## config.mk

```make
export PLATFORM = sky130hd
export DESIGN_NAME = pipe_hazard_ctrl
export DESIGN_NICKNAME = d
export VERILOG_FILES = /design/src/rtl/pipe_ctrl_pkg.sv /design/src/rtl/reg_match.sv /design/src/rtl/pipe_hazard_ctrl.sv
export SDC_FILE = /design/constraint.sdc
export NUM_CORES = 1
export LEC_CHECK = 0
export ABC_AREA = 1
export CELL_PAD_IN_SITES_DETAIL_PLACEMENT = 0
export CELL_PAD_IN_SITES_GLOBAL_PLACEMENT = 1
export CORE_MARGIN = 4
export CORE_UTILIZATION = 31
export CTS_BUF_LIST = sky130_fd_sc_hd__clkbuf_4 sky130_fd_sc_hd__clkbuf_8
export DETAILED_ROUTE_END_ITERATION = 10
export PLACE_DENSITY_LB_ADDON = 0.08
export SLEW_MARGIN = 20
export SYNTH_ARGS = -nofsm -noshare
export SYNTH_HDL_FRONTEND = slang
export SYNTH_SLANG_ARGS = --single-unit
```

## constraint.sdc

```tcl
create_clock -name clk -period 1.5 [get_ports clk]
set_input_delay 0.15 -clock clk [delete_from_list [all_inputs] [get_ports clk]]
set_output_delay 0.15 -clock clk [all_outputs]
set_load 0.02 [all_outputs]
```

## src/rtl/pipe_ctrl_pkg.sv

```systemverilog
// Shared definitions for the pipeline hazard controller: control-FSM state
// encoding, default register-address width, NOP encoding and the width of the
// multiply/divide down-counter.
package pipe_ctrl_pkg;

  // Default register-address width (32 architectural registers).
  localparam int REG_W_DEF = 5;

  // Instruction word loaded into IF/ID on a flush (addi x0, x0, 0).
  localparam logic [31:0] NOP_INSTR = 32'h0000_0013;

  // Multiply/divide latency is at most 15 cycles, so 4 bits hold MD_LAT-1.
  localparam int MD_CNT_W = 4;

  // Control FSM states.
  typedef enum logic [1:0] {
    RUN    = 2'd0,
    FLUSH  = 2'd1,
    MDWAIT = 2'd2
  } hz_state_e;

endpackage

```

## src/rtl/reg_match.sv

```systemverilog
// Single source-versus-stage register compare. A hit needs the source to be
// in use, the stage to be writing, equal register numbers, and a non-zero
// register (x0 is hard-wired and never creates a dependency).
module reg_match #(
  parameter int REG_W = 5
) (
  input  logic [REG_W-1:0] i_src,
  input  logic             i_use,
  input  logic [REG_W-1:0] i_dst,
  input  logic             i_we,
  output logic             o_match
);

  // Pure combinational compare.
  always_comb begin
    o_match = i_use && i_we && (i_src == i_dst) && (i_src != '0);
  end

endmodule

```

## src/rtl/pipe_hazard_ctrl.sv

```systemverilog
// Pipeline hazard controller: stalls ID on read-after-write hazards, flushes
// IF/ID on a taken branch, and freezes the front end while a multiply/divide
// occupies EX for MD_LAT cycles. Counts stall cycles (saturating).
// Build option: define HAZARD_FORWARD_EN when MEM/WB results are forwarded,
// so only a load in EX feeding ID causes a stall.
module pipe_hazard_ctrl
  import pipe_ctrl_pkg::*;
#(
  parameter int REG_W  = REG_W_DEF,
  parameter int MD_LAT = 4,
  parameter int CNT_W  = 32
) (
  input  logic             clk,
  input  logic             reset,
  input  logic [REG_W-1:0] id_rs1,
  input  logic [REG_W-1:0] id_rs2,
  input  logic [1:0]       id_rs_valid,
  input  logic [REG_W-1:0] ex_rd,
  input  logic [REG_W-1:0] mem_rd,
  input  logic [REG_W-1:0] wb_rd,
  input  logic             ex_we,
  input  logic             mem_we,
  input  logic             wb_we,
  input  logic             ex_is_load,
  input  logic             ex_br_taken,
  input  logic             ex_md_start,
  output logic             id_ready,
  output logic             pc_hold,
  output logic             id_bubble,
  output logic             ifid_flush,
  output logic             md_busy,
  output logic [CNT_W-1:0] stall_cnt
);

  // Counter reload value: MD_LAT-1 down to 0 gives MD_LAT stall cycles.
  localparam logic [MD_CNT_W-1:0] MD_LOAD = MD_CNT_W'(MD_LAT - 1);

  hz_state_e           r_state;
  hz_state_e           w_state_next;
  logic [MD_CNT_W-1:0] r_md_cnt;
  logic [MD_CNT_W-1:0] w_md_cnt_next;
  logic [CNT_W-1:0]    r_stall_cnt;

  // Compare operands arranged so instance gi checks source gi%2 against
  // stage gi/2 (stage 0 = EX, 1 = MEM, 2 = WB).
  logic [REG_W-1:0] w_src [2];
  logic [REG_W-1:0] w_dst [3];
  logic [2:0]       w_we;
  logic [5:0]       w_match;
  logic             w_ex_hit;
  logic             w_mem_hit;
  logic             w_wb_hit;
  logic             w_load_use;
  logic             w_raw_haz;

  assign w_src[0] = id_rs1;
  assign w_src[1] = id_rs2;
  assign w_dst[0] = ex_rd;
  assign w_dst[1] = mem_rd;
  assign w_dst[2] = wb_rd;
  assign w_we     = {wb_we, mem_we, ex_we};

  genvar gi;
  generate
    for (gi = 0; gi < 6; gi++) begin : g_match
      reg_match #(
        .REG_W (REG_W)
      ) u_reg_match (
        .i_src   (w_src[gi % 2]),
        .i_use   (id_rs_valid[gi % 2]),
        .i_dst   (w_dst[gi / 2]),
        .i_we    (w_we[gi / 2]),
        .o_match (w_match[gi])
      );
    end
  endgenerate

  // Reduce per-source compares into per-stage hits and the hazard decision.
  always_comb begin
    w_ex_hit   = w_match[0] | w_match[1];
    w_mem_hit  = w_match[2] | w_match[3];
    w_wb_hit   = w_match[4] | w_match[5];
    w_load_use = ex_is_load & w_ex_hit;
`ifdef HAZARD_FORWARD_EN
    // MEM and WB values are forwarded; only load data is too late.
    w_raw_haz  = w_load_use;
`else
    // No forwarding: any in-flight writer of a source register stalls ID.
    // (A load-use is a subset of an EX hit.)
    w_raw_haz  = w_load_use | w_ex_hit | w_mem_hit | w_wb_hit;
`endif
  end

  // Next-state and control outputs; reset forces the flush/bubble pattern.
  always_comb begin
    w_state_next  = r_state;
    w_md_cnt_next = r_md_cnt;
    id_ready      = 1'b1;
    pc_hold       = 1'b0;
    id_bubble     = 1'b0;
    ifid_flush    = 1'b0;
    md_busy       = 1'b0;

    if (reset) begin
      id_bubble     = 1'b1;
      ifid_flush    = 1'b1;
      w_state_next  = RUN;
      w_md_cnt_next = '0;
    end else if (r_state == MDWAIT) begin
      // EX is frozen: a taken-branch indication here is ignored.
      md_busy   = 1'b1;
      id_ready  = 1'b0;
      pc_hold   = 1'b1;
      id_bubble = 1'b1;
      if (r_md_cnt == '0) begin
        w_state_next = RUN;
      end else begin
        w_md_cnt_next = r_md_cnt - 1'b1;
      end
    end else if (ex_br_taken) begin
      // Branch flush beats a hazard and drops a simultaneous mul/div start.
      ifid_flush   = 1'b1;
      id_bubble    = 1'b1;
      w_state_next = FLUSH;
    end else if (r_state == FLUSH) begin
      // The instruction in ID is a wrong-path NOP; hazards are irrelevant.
      id_bubble    = 1'b1;
      w_state_next = RUN;
    end else begin
      if (w_raw_haz) begin
        id_ready  = 1'b0;
        pc_hold   = 1'b1;
        id_bubble = 1'b1;
      end
      if (ex_md_start) begin
        w_md_cnt_next = MD_LOAD;
        w_state_next  = MDWAIT;
      end
    end
  end

  // State and mul/div counter registers.
  always_ff @(posedge clk) begin
    if (reset) begin
      r_state  <= RUN;
      r_md_cnt <= '0;
    end else begin
      r_state  <= w_state_next;
      r_md_cnt <= w_md_cnt_next;
    end
  end

  // Saturating count of cycles in which ID did not accept a new instruction.
  always_ff @(posedge clk) begin
    if (reset) begin
      r_stall_cnt <= '0;
    end else if (!id_ready && (r_stall_cnt != '1)) begin
      r_stall_cnt <= r_stall_cnt + CNT_W'(1);
    end
  end

  assign stall_cnt = r_stall_cnt;

endmodule

```

Word-level counts from Yosys, hierarchy flattened
Cells that the tools add are included.
- register bits after elaboration: 38
- input bits: 35
- output and inout port bits: 37
- word-level logic and storage cells: 81
- add/subtract/negate cells: 2
- eq/ne operators: 13
- muxes and demuxes: 29
- bitwise gates (word level): 7
- reduce and logical (&&, ||, !) cells: 27
- operators with widths (cell ; count):
    $add A32 B1 Y32 const B ; 1
    $ne A32 B32 Y1 const B ; 1
    $eq A5 B5 Y1 ; 6
    $mux W4 ; 5
    $logic_and A1 B1 Y1 ; 19
    $mux W1 ; 19
    $mux W2 ; 5
    $reduce_bool A5 Y1 ; 2
    $or A1 B1 Y1 ; 6
    $logic_not A4 Y1 ; 1
    $ne A2 B1 Y1 const B ; 2
    $ne A2 B2 Y1 const B ; 2
    $reduce_and A4 Y1 ; 1
    $reduce_bool A4 Y1 ; 1
    $sub A4 B1 Y4 const B ; 1
    $eq A2 B1 Y1 const B ; 1
    $eq A2 B2 Y1 const B ; 1
    $reduce_and A2 Y1 ; 1
    $reduce_bool A2 Y1 ; 1
    $and A1 B1 Y1 ; 1
    $logic_not A1 Y1 ; 1

Depth between registers and ports, before layout
- depth after elaboration: 15
- gate-level depth with buffers: 14
- mapped depth without buffers: 13

Hierarchy
A second synthesis with hierarchy kept.
- cell total of the unflattened synthesis: 594
- area total of the unflattened synthesis: 3303.2 µm²
- by module, submodules not included (module ; times used ; cells an instance ; area an instance (µm²) ; sequential area each (µm²)):
    pipe_hazard_ctrl ; 1 ; 402 ; 2514.9 ; 760.7
    reg_match ; 6 ; 32 ; 131.4 ; 0.0

Worst setup path before layout
OpenSTA, ideal clock, no wires.
- path type: register -> register
- from: register r_stall_cnt[1], in the netlist stall_cnt[1]
- to: register r_stall_cnt[2], in the netlist stall_cnt[2]
- setup time: 0.132 ns
- arrival time: 1.668 ns
- data required time: 1.368 ns
- path slack: -0.301 ns
- cell stages (with the launch flop): 10
- cells stage by stage: dfxtp_1 ha_1 nand2_1 nor2_2 nand2_1 nor2_2 nand2_2 clkbuf_1 nand3_1 a21oi_1
- word-level cells in the longest chain between the ends: 2
- RTL lines (what ; RTL line ; source):
    start: declaration ; pipe_hazard_ctrl.sv:42 ; logic [CNT_W-1:0] r_stall_cnt;
    start signal: assignment ; pipe_hazard_ctrl.sv:158 ; r_stall_cnt <= r_stall_cnt + CNT_W'(1);
    parallel branches: the longest is 2 deep, another holds $add A32 B1 Y32 ; -- ;
Several ways; the timed one is not identified.
A chain may end at the register's enable or synchronous reset.

Worst setup path in the final report
- from: register r_state[1]
- to: output id_ready
- word-level cells in the longest chain between the ends: 5
- RTL lines (what ; RTL line ; source):
    start: declaration ; pipe_hazard_ctrl.sv:38 ; hz_state_e r_state;
    start signal: assignment ; pipe_hazard_ctrl.sv:148 ; r_state <= w_state_next;
    $eq A2 B1 Y1 ; pipe_hazard_ctrl.sv:125 ; end else if (r_state == FLUSH) begin
    $mux W1 ; pipe_hazard_ctrl.sv:125 ;
    $mux W1 ; pipe_hazard_ctrl.sv:120 ; end else if (ex_br_taken) begin
    $mux W1 (*) ; pipe_hazard_ctrl.sv:109 ; end else if (r_state == MDWAIT) begin
    $mux W1 (*) ; pipe_hazard_ctrl.sv:104 ; if (reset) begin
    end: declaration ; pipe_hazard_ctrl.sv:27 ; output logic id_ready,
Mark *: on every way between the ends. The rest lies on a longest branch, timed or not.

==> impl_metrics.json <==
{
  "status": "complete, but fails checks",
  "violations": "negative setup slack",
  "drtIter0Drc": 180,
  "grt.overflow.total": 0,
  "tightest_slew_ns": 0.301,
  "rsz0062_at_grt": "true",
  "dpl_cell_area_mm2": 0.00462,
  "endpoint_kind": "output port",
  "htree_levels": 2,
  "die_area_mm2": 0.0111,
  "num_rows": 35,
  "nets": 718,
  "critPathTopFamily": "simple AND/OR/NAND/NOR gates",
  "worstHoldPathCells": 2,
  "path_max_fanout": 4,
  "holdCritPathClass": "reg2reg",
  "routed_via_density": 4.73,
  "die_w_um": 106,
  "crit_path_max_incr_delay_ns": 0.34,
  "synthXorXnorAreaFrac_pct": 8.91,
  "fmax_mhz": 597,
  "layout_min_cycle_time_ns": 1.68,
  "required_ns": 1.35,
  "max_cap_violations": 0,
  "start_util_pct": 31.9,
  "die_h_um": 106,
  "syn_nets": 541,
  "vias": 3824,
  "cts_tree": "built",
  "crit_type": "reg2out",
  "finalSetupViolCount": 35,
  "synth_area_mm2": 0.00295,
  "path_buf_inv": 3,
  "drc_errors": 0,
  "yosys-top-cells-count": "nand2_1 (170), nor2_1 (52), inv_1 (50)",
  "core_mm2": 0.00924,
  "cts-root-buf": "clkbuf_8",
  "hold_slack_ns": 0.498,
  "pin_count": 72,
  "fin_crit_sh_pct": 112,
  "place_congestion": 0.879,
  "syn_to_final_growth_pct": 72.0,
  "reg2regPathDepth": 10,
  "numCtsBuffers": 5,
  "synth_fa_ha_area_share_pct": 2.12,
  "hold_viol_final": 0,
  "ir_worst_vdd_uv": 341,
  "first_pass_iters": 5,
  "p_leak_nw": 2.48,
  "cp_common_cell": "inv_2",
  "antennaDiodeCount": 0,
  "synth_edf_count": 0,
  "hold_path_end": "r_md_cnt[0]",
  "min_from": "r_md_cnt[0]",
  "clk_path_buf_depth": 2,
  "synth.most_common_cell": "nand2_1",
  "r2r_end": "stall_cnt[6]",
  "insertion_delay_ns": 0.30,
  "grt_pass1_wl_um": 17800,
  "async_flop_share_pct": 0,
  "crit_path_top_delay_cell": "dfxtp_2",
  "numPortBuffers": 70,
  "grtUsageTotal_pct": 19.5,
  "synthSimpleGateAreaFrac_pct": 45.1,
  "clk_pin_slew_ns": 0.08,
  "wire_per_inst_um": 13.7,
  "synth_top_family_by_area": "simple AND/OR/NAND/NOR gates",
  "skew_ns": 0.0122,
  "synth.avg_cell_area_um2": 5.88,
  "routed_wl_um": 11100,
  "crit_path_start_kind": "register",
  "total_power_w": 0.00249,
  "r2r-start": "r_state[1]",
  "yosysUniqueCellTypes": 25,
  "worst_slack_ns": -0.175,
  "design_area_mm2": 0.00507,
  "crit_chain": "inv_2 > ha_4 > or2_4 > nor2_4 > nand2_2 > nand2_4 > inv_2 > buf_6",
  "ys_ff_latch": 38,
  "pre_cts_slack_ns": -0.865,
  "synth_compound_area_share_pct": 7.77,
  "drive_above_1_share_pct": 34.0,
  "synth_top_area_share_pct": 25.8,
  "yosysWarnings": 0,
  "grt_pass1_vias": 3670,
  "synthCells": 501,
  "synth_seq_area_share_pct": 25.8,
  "antenna_found_initial": 0,
  "p_per_area_mw_per_mm2": 492,
  "grt_max_degree": 22,
  "ant_nets": 0,
  "cts_sinks": 38,
  "cp.arrival_ns": 1.53,
  "dp_hpwl_um": 8360,
  "postCtsHoldBufs": 0,
  "synthMuxAreaShare_pct": 0,
  "yosys.area.top_type": "dfxtp_1",
  "synthTopCellsByArea": "dfxtp_1 (26%), nand2_1 (22%), nand3_1 (8.1%)",
  "drv_slew": 0,
  "r2r_setup_slack_ns": -0.16,
  "synthFlopType": "dfxtp_1",
  "slew_headroom_pct": 79.8
}
[flip-flops by register name, indices dropped and copies added, names as in the netlist]
| name | cells |
|---|---|
| r_md_cnt | 4 |
| r_state | 2 |
| stall_cnt | 32 |
[power by group]
group          internal, W  total, W  switching, W
logic             0.000225  0.000522      0.000297
clock network     0.000535  0.000936      0.000401
registers          0.00102   0.00104     0.0000168
total              0.00178   0.00249      0.000714
[logic make-up after synthesis]
kind of cell,Yosys count
AOI/OAI and AO/OA,45
xor gates and xnor gates,30
adders and majority gates,5
buffers and inverters,72
DFF,38
and+or+nand+nor,311
[worst register-to-register path: cells and delay by family, from the launching register on]
kind,cells,cell delay (ns)
AND/OR/NAND/NOR,5,0.64
flip-flops,1,0.34
buffers and inverters,3,0.33
adder cells (fa/ha/maj),1,0.14
AO/OA/AOI/OAI,1,0.14
[metrics by stage]
stage,TNS (ns),instances,utilization [%]
after CTS,-5.19,805,52.4
after global placement,-29.25,793,50.0
after floorplan,-0.968,501,-
final,-4.67,808,54.9
after global routing,-7.93,808,54.9
after detailed placement,-28.73,793,50.0
[metal layers]
layer / vias to the layer above / part of all wire (%) / track usage [%]
met4: 0 / 1.1 / 4.26
li1: 1958 / - / -
met2: 105 / 45 / 31.5
met3: 13 / 5.3 / 3.55
met1: 1748 / 48 / 27.2
met5: - / 0 / 0
[worst max path at each step]
stage	endpoint	depth (start not counted)	from
detailed placement	pc_hold	12	id_rs2[4]
global placement	pc_hold	12	id_rs2[4]
finish	id_ready	8	r_state[1]
CTS	id_ready	8	r_state[1]
floorplan	stall_cnt[20]	10	stall_cnt[1]
global route	stall_cnt[30]	9	stall_cnt[0]
[what timing repair did]
item | 4_1_cts | 5_1_grt
resized for setup | 129 | 53
setup buffers | 3 | 1
setup endpoints to repair | 72 | 43
pin swaps | 28 | 7
gates cloned | 1 | 2
endpoints found under the hold margin | 0 | 0
[cell usage in the layout, fill, tap and decap left out, types with 3 or more instances in the layout]
master and n:
buf_12 4, clkbuf_8 5, a21oi_2 3, nor2_1 30
dlygate4sd2_1 59, buf_6 5, nand3_2 3, nand2_1 154
nor2_4 7, xor2_1 20, nor2_2 17, nand4_1 13
dfxtp_2 17, nor3_2 8, inv_1 43, a21oi_1 35
ha_4 3, buf_4 106, nor3_1 9, inv_2 15
clkdlybuf4s50_1 4, nand2_2 15, nand3_1 45, nand2_8 3
xnor2_1 10, dfxtp_4 4, o21ai_0 3, dfxtp_1 17
nor3_4 4
[layout make-up]
cell class	instances	area, um2
clock buffers	7	83.8
fillers	976	4170
well taps	129	161
repair buffers	182	1550
multi-input cells	392	2220
inverters	59	224
flip-flops and latches	38	797
clock inverters	1	30.0
Power figures use the tool's default switching activity.
